**src/rtl/fact_result_buffer.sv**
```systemverilog
// rtl/fact_result_buffer.sv - first-word-fall-through result FIFO for the factorial datapath
// Optional FACT_CHECK_EN adds a sticky `mismatch` flag that checks results against a k! table.
module fact_result_buffer #(
   parameter int DATA_W = 32,
   parameter int N_W    = 5,
   parameter int DEPTH  = 4,
   parameter int MAX_N  = 12
) (
   input  logic                     clk,
   input  logic                     rst,
   input  logic                     in_valid,
   output logic                     in_ready,
   input  logic [N_W-1:0]           in_n,
   input  logic [DATA_W-1:0]        in_result,
   input  logic                     in_ovf,
   input  logic                     rd_en,
   output logic                     rd_valid,
   output logic [N_W-1:0]           rd_n,
   output logic [DATA_W-1:0]        rd_result,
   output logic                     rd_ovf,
   output logic [$clog2(DEPTH):0]   count,
   output logic                     full,
   output logic                     empty,
`ifdef FACT_CHECK_EN
   output logic                     underflow,
   output logic                     mismatch
`else
   output logic                     underflow
`endif
);

   localparam int PW = $clog2(DEPTH);
   localparam int CW = PW + 1;
   localparam int EW = DATA_W + N_W + 1;
   localparam logic [CW-1:0]  DEPTH_C = CW'(DEPTH);
   localparam logic [N_W-1:0] MAX_N_V = N_W'(MAX_N);

   logic [PW-1:0] wr_ptr_q, wr_ptr_d;
   logic [PW-1:0] rd_ptr_q, rd_ptr_d;
   logic [CW-1:0] count_q, count_d;
   logic          underflow_q, underflow_d;
   logic [EW-1:0] mem_q [DEPTH];
   logic [EW-1:0] wr_entry;
   logic [EW-1:0] head;
   logic          push, pop, full_s, empty_s;

   always_comb begin
      full_s      = (count_q == DEPTH_C);
      empty_s     = (count_q == '0);
      in_ready    = rst & ~full_s;
      push        = in_valid & in_ready;
      pop         = rd_en & ~empty_s;
      // Out-of-range n is tagged here even if the producer missed the overflow.
      wr_entry    = {in_ovf | (in_n > MAX_N_V), in_n, in_result};
      wr_ptr_d    = push ? wr_ptr_q + PW'(1) : wr_ptr_q;
      rd_ptr_d    = pop ? rd_ptr_q + PW'(1) : rd_ptr_q;
      count_d     = count_q;
      case ({push, pop})
         2'b10:   count_d = count_q + CW'(1);
         2'b01:   count_d = count_q - CW'(1);
         default: count_d = count_q;
      endcase
      underflow_d = underflow_q | (rd_en & empty_s);
   end

   always_ff @(posedge clk) begin
      if (!rst) begin
         wr_ptr_q    <= '0;
         rd_ptr_q    <= '0;
         count_q     <= '0;
         underflow_q <= 1'b0;
      end else begin
         wr_ptr_q    <= wr_ptr_d;
         rd_ptr_q    <= rd_ptr_d;
         count_q     <= count_d;
         underflow_q <= underflow_d;
      end
   end

   always_ff @(posedge clk) begin
      if (push) begin
         mem_q[wr_ptr_q] <= wr_entry;
      end
   end

   // Storage is never cleared, so the head is masked whenever the FIFO is empty.
   always_comb begin
      head      = mem_q[rd_ptr_q];
      rd_valid  = ~empty_s;
      rd_ovf    = empty_s ? 1'b0 : head[EW-1];
      rd_n      = empty_s ? '0 : head[DATA_W +: N_W];
      rd_result = empty_s ? '0 : head[DATA_W-1:0];
      count     = count_q;
      full      = full_s;
      empty     = empty_s;
      underflow = underflow_q;
   end

`ifdef FACT_CHECK_EN
   function automatic logic [DATA_W-1:0] fact_const(input int k);
      logic [63:0] p;
      p = 64'd1;
      for (int i = 2; i <= k; i++) begin
         p = p * 64'(i);
      end
      return p[DATA_W-1:0];
   endfunction

   logic [DATA_W-1:0] fact_tbl [MAX_N+1];
   logic              mismatch_q, mismatch_d;
   logic              mis_hit;

   for (genvar k = 0; k <= MAX_N; k++) begin : g_tbl
      assign fact_tbl[k] = fact_const(k);
   end

   always_comb begin
      mis_hit = 1'b0;
      for (int k = 0; k <= MAX_N; k++) begin
         if (in_n == N_W'(k) && in_result != fact_tbl[k]) begin
            mis_hit = 1'b1;
         end
      end
      mismatch_d = mismatch_q | (push & mis_hit);
   end

   always_ff @(posedge clk) begin
      if (!rst) begin
         mismatch_q <= 1'b0;
      end else begin
         mismatch_q <= mismatch_d;
      end
   end

   assign mismatch = mismatch_q;
`endif

endmodule

```
**config.mk**
```make
export PLATFORM = sky130hd
export DESIGN_NAME = fact_result_buffer
export DESIGN_NICKNAME = d
export VERILOG_FILES = /design/src/rtl/fact_result_buffer.sv
export SDC_FILE = /design/constraint.sdc
export NUM_CORES = 1
export LEC_CHECK = 0
export CORE_ASPECT_RATIO = 1.1
export CORE_MARGIN = 4
export CORE_UTILIZATION = 54
export CTS_CLUSTER_SIZE = 28
export DETAILED_ROUTE_END_ITERATION = 16
export GPL_TIMING_DRIVEN = 0
export HOLD_SLACK_MARGIN = 0.02
export PLACE_DENSITY = 0.9
export SLEW_MARGIN = 5
export SYNTH_ARGS = -nofsm -noshare
export SYNTH_HDL_FRONTEND = slang
export SYNTH_SLANG_ARGS = --single-unit
```
**constraint.sdc**
```tcl
create_clock -name clk -period 2.64 [get_ports clk]
set_clock_uncertainty 0.1 [all_clocks]
set_input_delay 0.66 -clock clk [delete_from_list [all_inputs] [get_ports clk]]
set_output_delay 0.66 -clock clk [all_outputs]
set_load 0.1 [all_outputs]
```
======== Word-level counts from Yosys, hierarchy flattened ========
Memory sizes are Yosys's and may differ from the RTL's. A register that Yosys moved wholly into a read port is not among the register bits.
Index checks and enable logic that the tools add are counted.
storage, ports and cells
  memories kept ........................... 1
  input bits .............................. 42
  flip-flop bits (word level) ............. 8
  memory bits (writable) .................. 152
memory list
  name   depth  width  read ports  clocked after Yosys merged registers in  wr ports  RTL line  text
  mem_q  4      38     1           1                                        1         42        logic [EW-1:0] mem_q [DEPTH];
cells by class
  eq/ne operators ......................... 3
  bitwise logic cells ..................... 8
  reduce and logical (&&, ||, !) cells .... 2
  add/subtract/negate cells ............... 4
  mux-type cells .......................... 8
  $lt $le $gt $ge ......................... 1
operator list
  operator             number
  $mux 32              1
  $pmux 3 s2           1
  $gt 5x4->1 const B   1
  $mux 5               1
  $add 2x1->2 const B  2
  $and 1x1->1          4
  $mux 2               2
  $add 3x1->3 const B  1
  $eq 3x3->1 const B   1
  $logic_not 3->1      1
  $mux 1               3
  $sub 3x1->3 const B  1
  $eq 2x1->1 const B   1
  $eq 2x2->1 const B   1
  $not 1->1            2
  $or 1x1->1           2
  $reduce_bool 2->1    1

======== Logic depth before layout (Yosys ltp) ========
Gate-level depths: netlist of the first run.
  depth in word-level cells ............... 6
  gate-level depth with buffers ........... 10
  mapped depth without buffers ............ 9

======== Least setup slack after synthesis of the first run ========
No wires, ideal clock.
  kind .................................... register to output
  from .................................... register count_q[0] (netlist: count[0])
  to ...................................... output port rd_result[23]
  data arrival time ....................... 3.408 ns
  required time ........................... 1.880 ns
  stages on the path, launching flop included .. 4
  setup slack ............................. -1.528 ns
  cells stage by stage .................... dfxtp_1 > nor3_2 > clkbuf_1 > nor2b_1
between the ends
  cells in the longest elaborated chain, start to end .. 2
ends and longest elaborated chain
  what                    RTL line  text
  start, declared         40        logic [CW-1:0] count_q, count_d;
  start signal, assigned  75        count_q <= count_d;
  $logic_not 3->1         49        empty_s = (count_q == '0);
  via empty               23        output logic empty,
  $mux 32                 92        rd_result = empty_s ? '0 : head[DATA_W-1:0];
  end, declared           19        output logic [DATA_W-1:0] rd_result,
The timed path passes the listed nets, and every way through them passes these cells.

==> summary.txt, run 1 <==
initial core utilization: 0.549
Core Util, Final: 0.771
Yosys top cell by area: edfxtp_1
fin area: 0.00882 mm^2
commonest non-fill, non-tap cells in the layout: edfxtp_1 (152), clkdlybuf4s50_1 (41), mux4_2 (38)
RD Place Congestion: 0.708
critical path class: flop to output pin
Synth Instances: 302
Setup-failing EPs final: 8
WL/cell: 23.1 um
critical path arrival: 1910 ps
mux cell area share after synthesis: 0.139
maximum capacitance violations: 0
largest family of logic cells by synthesized area: multiplexers
Mapped Nets: 350
ratio of cells with drive above 1 in the final layout: 0.429
Slew Viols, Final: 0
# diodes: 0
initial drt markers: 254
GRT Residual Overflow: 0
# IOs: 88
worst setup margin: -33.1 ps
run status: finished with violations
met2 usage: 0.363
first-pass GRT wire length: 20.7 mm
Skew-Pair Late Insertion Delay: 410 ps
Critical Path Start Type: flop
crit-path most repeated cell: buf_12
Crit path largest cell delay: 530 ps
Total Neg Setup Slack: -130 ps
Die Span Y: 121 um
grt met1 use: 0.262
clk sinks: 162
Worst Tran Pin Value: 959 ps
DR pass1 iterations: 4
RSZ-0062 raised after global routing: yes
DRC: 0
Hold Crit Class: flop to flop
total number of vias: 3264
DP HPWL: 7.42 mm
busiest grt layer: met2
fin crit period: 2670 ps
pre-CTS setup slack: -866 ps
XOR/XNOR Fraction of Synth Area: 0.00279
Die W: 111 um
crit path max-delay cell type: mux4_2
ranking of synthesized cells by area: edfxtp_1 (73%), mux4_2 (14%), nor2b_1 (4.0%)
CTS Buf Count: 17
syn avg cell area: 20.8 um^2
Post-Synth Adder-Cell Area: 0.0131
Nets: 466
Placed Instance Area: 0.00760 mm^2
fillers: 559
Hold Buf Count CTS: 0
GR Util met3: 0.0584
Routed WL: 13.4 mm
buffers added on ports: 87
deepest clock path buffer count: 2
Layout area overhead: 40.4%
GRT Util Overall: 0.212
H-tree Lvls: 4
CTS Root Cell: clkbuf_16
Core Region: 0.0114 mm^2
largest net degree at the start of global routing: 22
initial antenna violation count: 0
endpoints failing hold: 0
complex-gate fraction of the synthesized area: 0.00836
Via density: 5.62
Post-Synth Simple-Gate Area: 0.0587
DIE AREA: 0.0134 mm^2
Mapped Area: 0.00628 mm^2
commonest non-fill, non-tap cell in the layout: edfxtp_1
Max Clock Freq: 374 MHz
Worst-path clk slew: 60 ps
Yosys top cell area share: 0.726
Synth cell types: 27
vias in the first global route: 3570
final worst-path cycle share: 1.01
sequence of cells on the critical path: buf_12, buf_6, mux4_2, nor2b_4, buf_12
Slew headroom: 0.363
CTS tree: built
Crit. End Element: output pin
failing checks: negative setup slack
post-synthesis register bit count: 162
Ys Warns: 0
CP required: 1880 ps
Routed Antenna Nets: 0
FP Rows: 41
CP Max Fanout: 5
sequential area share after synthesis: 0.758
==> metal layers <==
metal,vias to the layer above,routed length (um)
met5,-,0
met4,0,265
met3,20,767
met2,123,7200
met1,1688,5170
li1,1433,-
==> worst max-delay path, delay by kind of cell (launching register included) <==
kind / cells / cell delay [ps]
DFF: 1 / 360
and+or+nand+nor: 1 / 160
buffers and inverters: 3 / 450
muxes: 1 / 530
==> final timing paths <==
kind | from | to | slack, ps | cells past startpoint
worst max register to register | count[0] | count[2] | 120 | 10
worst min register to register | rd_ptr_q[0] | flop | 400 | 2
worst max-delay path | flop | rd_result[25] | -30 | 5
worst min-delay path | rd_ptr_q[0] | flop | 400 | 2
==> timing repair <==
item	CTS	global route
setup endpoints to repair	46	40
gates cloned	3	0
setup buffers	5	1
pin swaps	1	2
endpoints found under the hold margin	0	0
gates resized for setup	396	23
==> cells in the mapped netlist, drive strengths merged <==
| cell | count |
|---|---|
| nor3 | 1 |
| nor2b | 40 |
| and2 | 7 |
| fa | 1 |
| inv | 9 |
| and3 | 1 |
| nand2 | 6 |
| or3b | 1 |
| edfxtp | 152 |
| clkbuf | 6 |
| buf | 8 |
| nor2 | 1 |
| xnor2 | 1 |
| o211ai | 1 |
| a21oi | 1 |
| or3 | 2 |
| xor2 | 1 |
| nand4bb | 1 |
| o21ai | 5 |
| ha | 5 |
| mux2i | 2 |
| dfxtp | 10 |
| a21boi | 2 |
| mux4 | 38 |
==> metrics by stage <==
stage | instances | hold WS (ps)
floorplan | 302 | 361
global placement | 539 | 370
detailed placement | 543 | 390
CTS | 583 | 389
global route | 581 | 406
finish | 581 | 403
==> flip-flops by register name, indices dropped and copies added (netlist names), named ones only <==
name,cells
underflow,1
rd_ptr_q,2
wr_ptr_q,2
mem_q,152
count,3
==> cell type report <==
class,instances,area (um^2),area share
Timing Repair Buffer,99,1430,0.162
Inverter,9,33.8,0.00383
Sequential cell,162,4780,0.542
Clock buffer,23,520,0.0590
Buffer,12,124,0.0140
Tap cell,150,188,0.0213
Multi-Input combinational cell,117,1680,0.191
Clock inverter,9,65.1,0.00738
==> kinds of logic (layout without fill, tap and decap cells) <==
| logic type | count (synthesis) | after routing |
|---|---|---|
| mux | 40 | 40 |
| flops | 162 | 162 |
| buf+inv | 23 | 152 |
| compound gates | 9 | 9 |
| fa+ha+maj | 6 | 6 |
| simple gates | 60 | 60 |
| xor+xnor | 2 | 2 |
Power of run 1 is left out: the tool's default activity adds up to more than one toggle a clock period on the data nets, which glitch-free logic cannot reach.
==> run 2: changes to the inputs <==
CORE_UTILIZATION = 53   (was 54)
GPL_TIMING_DRIVEN = not set   (was 0)
PLACE_DENSITY = 0.89   (was 0.9)
==> run 2 against run 1 <==
The flow still finishes with violations (negative setup slack). Sequential cell count is the same. Hold slack improved by 24 ps. Non-clock buffer count decreased by 3. Core utilization shrank 0.67 points. Routed wire length fell by 7.8%. Worst setup slack gained 9.0 ps. Critical path type unchanged.
==> summary.txt, run 2 (synthesized netlist as in run 1, its figures left out) <==
GRT Residual Overflow: 0 (unchanged)
DRC: 0 (unchanged)
commonest non-fill, non-tap cells in the layout: edfxtp_1 (152), buf_12 (48), clkdlybuf4s50_1 (41)
initial drt markers: 145 (-43%)
initial antenna violation count: 0 (unchanged)
critical path class: flop to output pin
commonest non-fill, non-tap cell in the layout: edfxtp_1
Hold Crit Class: flop to flop
worst path bufs/invs: 2 (-1)
Worst Tran Pin Value: 496 ps (-462 ps)
run status: finished with violations
failing checks: negative setup slack
fin crit period: 2660 ps (-9.03 ps)
buffers added on ports: 87 (unchanged)
RSZ-0062 raised after global routing: yes
CTS Root Cell: clkbuf_16
H-tree Lvls: 4 (unchanged)
FP Rows: 41 (unchanged)
postcts setup bufs: 0 (-5)
Skew-Pair Late Insertion Delay: 410 ps (about the same)
Critical Path Start Type: flop
Routed Antenna Nets: 0 (unchanged)
deepest clock path buffer count: 2 (unchanged)
# IOs: 88 (unchanged)
final worst-path cycle share: 1.01 (-0.00342)
Routed WL: 12.4 mm (-7.8%)
critical path arrival: 1900 ps (about the same)
Hold Buf Count CTS: 0 (unchanged)
DIE AREA: 0.0137 mm^2 (+1.8%)
endpoints failing hold: 0 (unchanged)
maximum capacitance violations: 0 (unchanged)
Biggest register: mem_q
Layout area overhead: 40.4% (about the same)
CTS Buf Count: 17 (unchanged)
Die W: 112 um (+0.87%)
crit path max-delay cell type: mux4_2
# diodes: 0 (unchanged)
fillers: 621 (+11%)
delay-heaviest family, CP: multiplexers
Crit. End Element: output pin
first-pass GRT wire length: 18.9 mm (-8.7%)
max reg flops: 152 (unchanged)
Total Neg Setup Slack: -178 ps (-48.6 ps)
GRT Util Overall: 0.189 (-0.0228)
Core Region: 0.0115 mm^2 (+0.90%)
crit-path most repeated cell: buf_12
Die Span Y: 122 um (+0.88%)
DR pass1 iterations: 4 (unchanged)
Worst-path clk slew: 60 ps (about the same)
sequence of cells on the critical path: buf_12, mux4_2, nor2b_4, buf_12
CP required: 1880 ps (about the same)
worst setup margin: -24.0 ps (+9.03 ps)
DP HPWL: 7.20 mm (-2.9%)
Crit path largest cell delay: 520 ps (about the same)
WL/cell: 21.4 um (-7.4%)
CP Max Fanout: 12 (+7)
Setup-failing EPs final: 15 (+7)
Core Util, Final: 0.764 (-0.00674)
CTS tree: built
largest net degree at the start of global routing: 28 (+27%)
clk sinks: 162 (unchanged)
Max Clock Freq: 375 MHz (+0.34%)
vias in the first global route: 3380 (-5.3%)
Slew headroom: 0.669 (+0.306)
total number of vias: 3196 (-2.1%)
Via density: 5.53 (-1.6%)
RD Place Congestion: 0.749 (+5.9%)
initial core utilization: 0.544 (-0.00488)
Nets: 463 (-0.64%)
ratio of cells with drive above 1 in the final layout: 0.423 (-0.00634)
Slew Viols, Final: 0 (unchanged)
run 2: area by class of cell:
class / count / area, um^2 / area share
Multi-Input combinational cell: 117 / 1690 / 0.191
Timing Repair Buffer: 108 / 1560 / 0.177
Sequential cell: 162 / 4780 / 0.541
Tap cell: 150 / 188 / 0.0213
Clock buffer: 23 / 468 / 0.0530
Clock inverter: 9 / 108 / 0.0122
Inverter: 9 / 33.8 / 0.00383
run 2: worst paths after layout:
check	from	endpoint	slack (ps)	depth (start not counted)
max	flop	rd_result[12]	-20	4
min	underflow	underflow	430	2
max reg2reg	count[0]	count[2]	140	9
min reg2reg	underflow	underflow	430	2
run 2: worst reg2reg max path, cell delays in order (launching register included):
cell and delay (ps):
dfxtp_2 360, or3b_1 420, and3_1 220, inv_2 50
ha_1 160, inv_1 60, fa_1 380, xor2_1 160
or3_1 320, a21boi_0 200
run 2: repair_timing:
action,4_1_cts,5_1_grt
cloned,1,1
endpoints found under the setup margin,29,39
gates resized for setup,26,7
run 2: per-layer routing:
metal	vias to the layer above	track usage	routed length, um
li1	1422	-	-
met5	-	0	0
met2	101	0.316	6690
met1	1661	0.242	4950
met4	0	0.0586	127
met3	12	0.0546	577
run 2: metrics by stage:
step / hold slack [ps] / setup slack (ps) / instance area (um^2) / cells
floorplan: 361 / -129 / 6430 / 302
global placement: 364 / -15.4 / 8040 / 544
detailed placement: 390 / -171 / 8040 / 544
CTS: 397 / -65.9 / 8760 / 577
global route: 447 / -92.0 / 8820 / 578
finish: 427 / -24.0 / 8820 / 578
Power of run 2 is left out for the same reason.
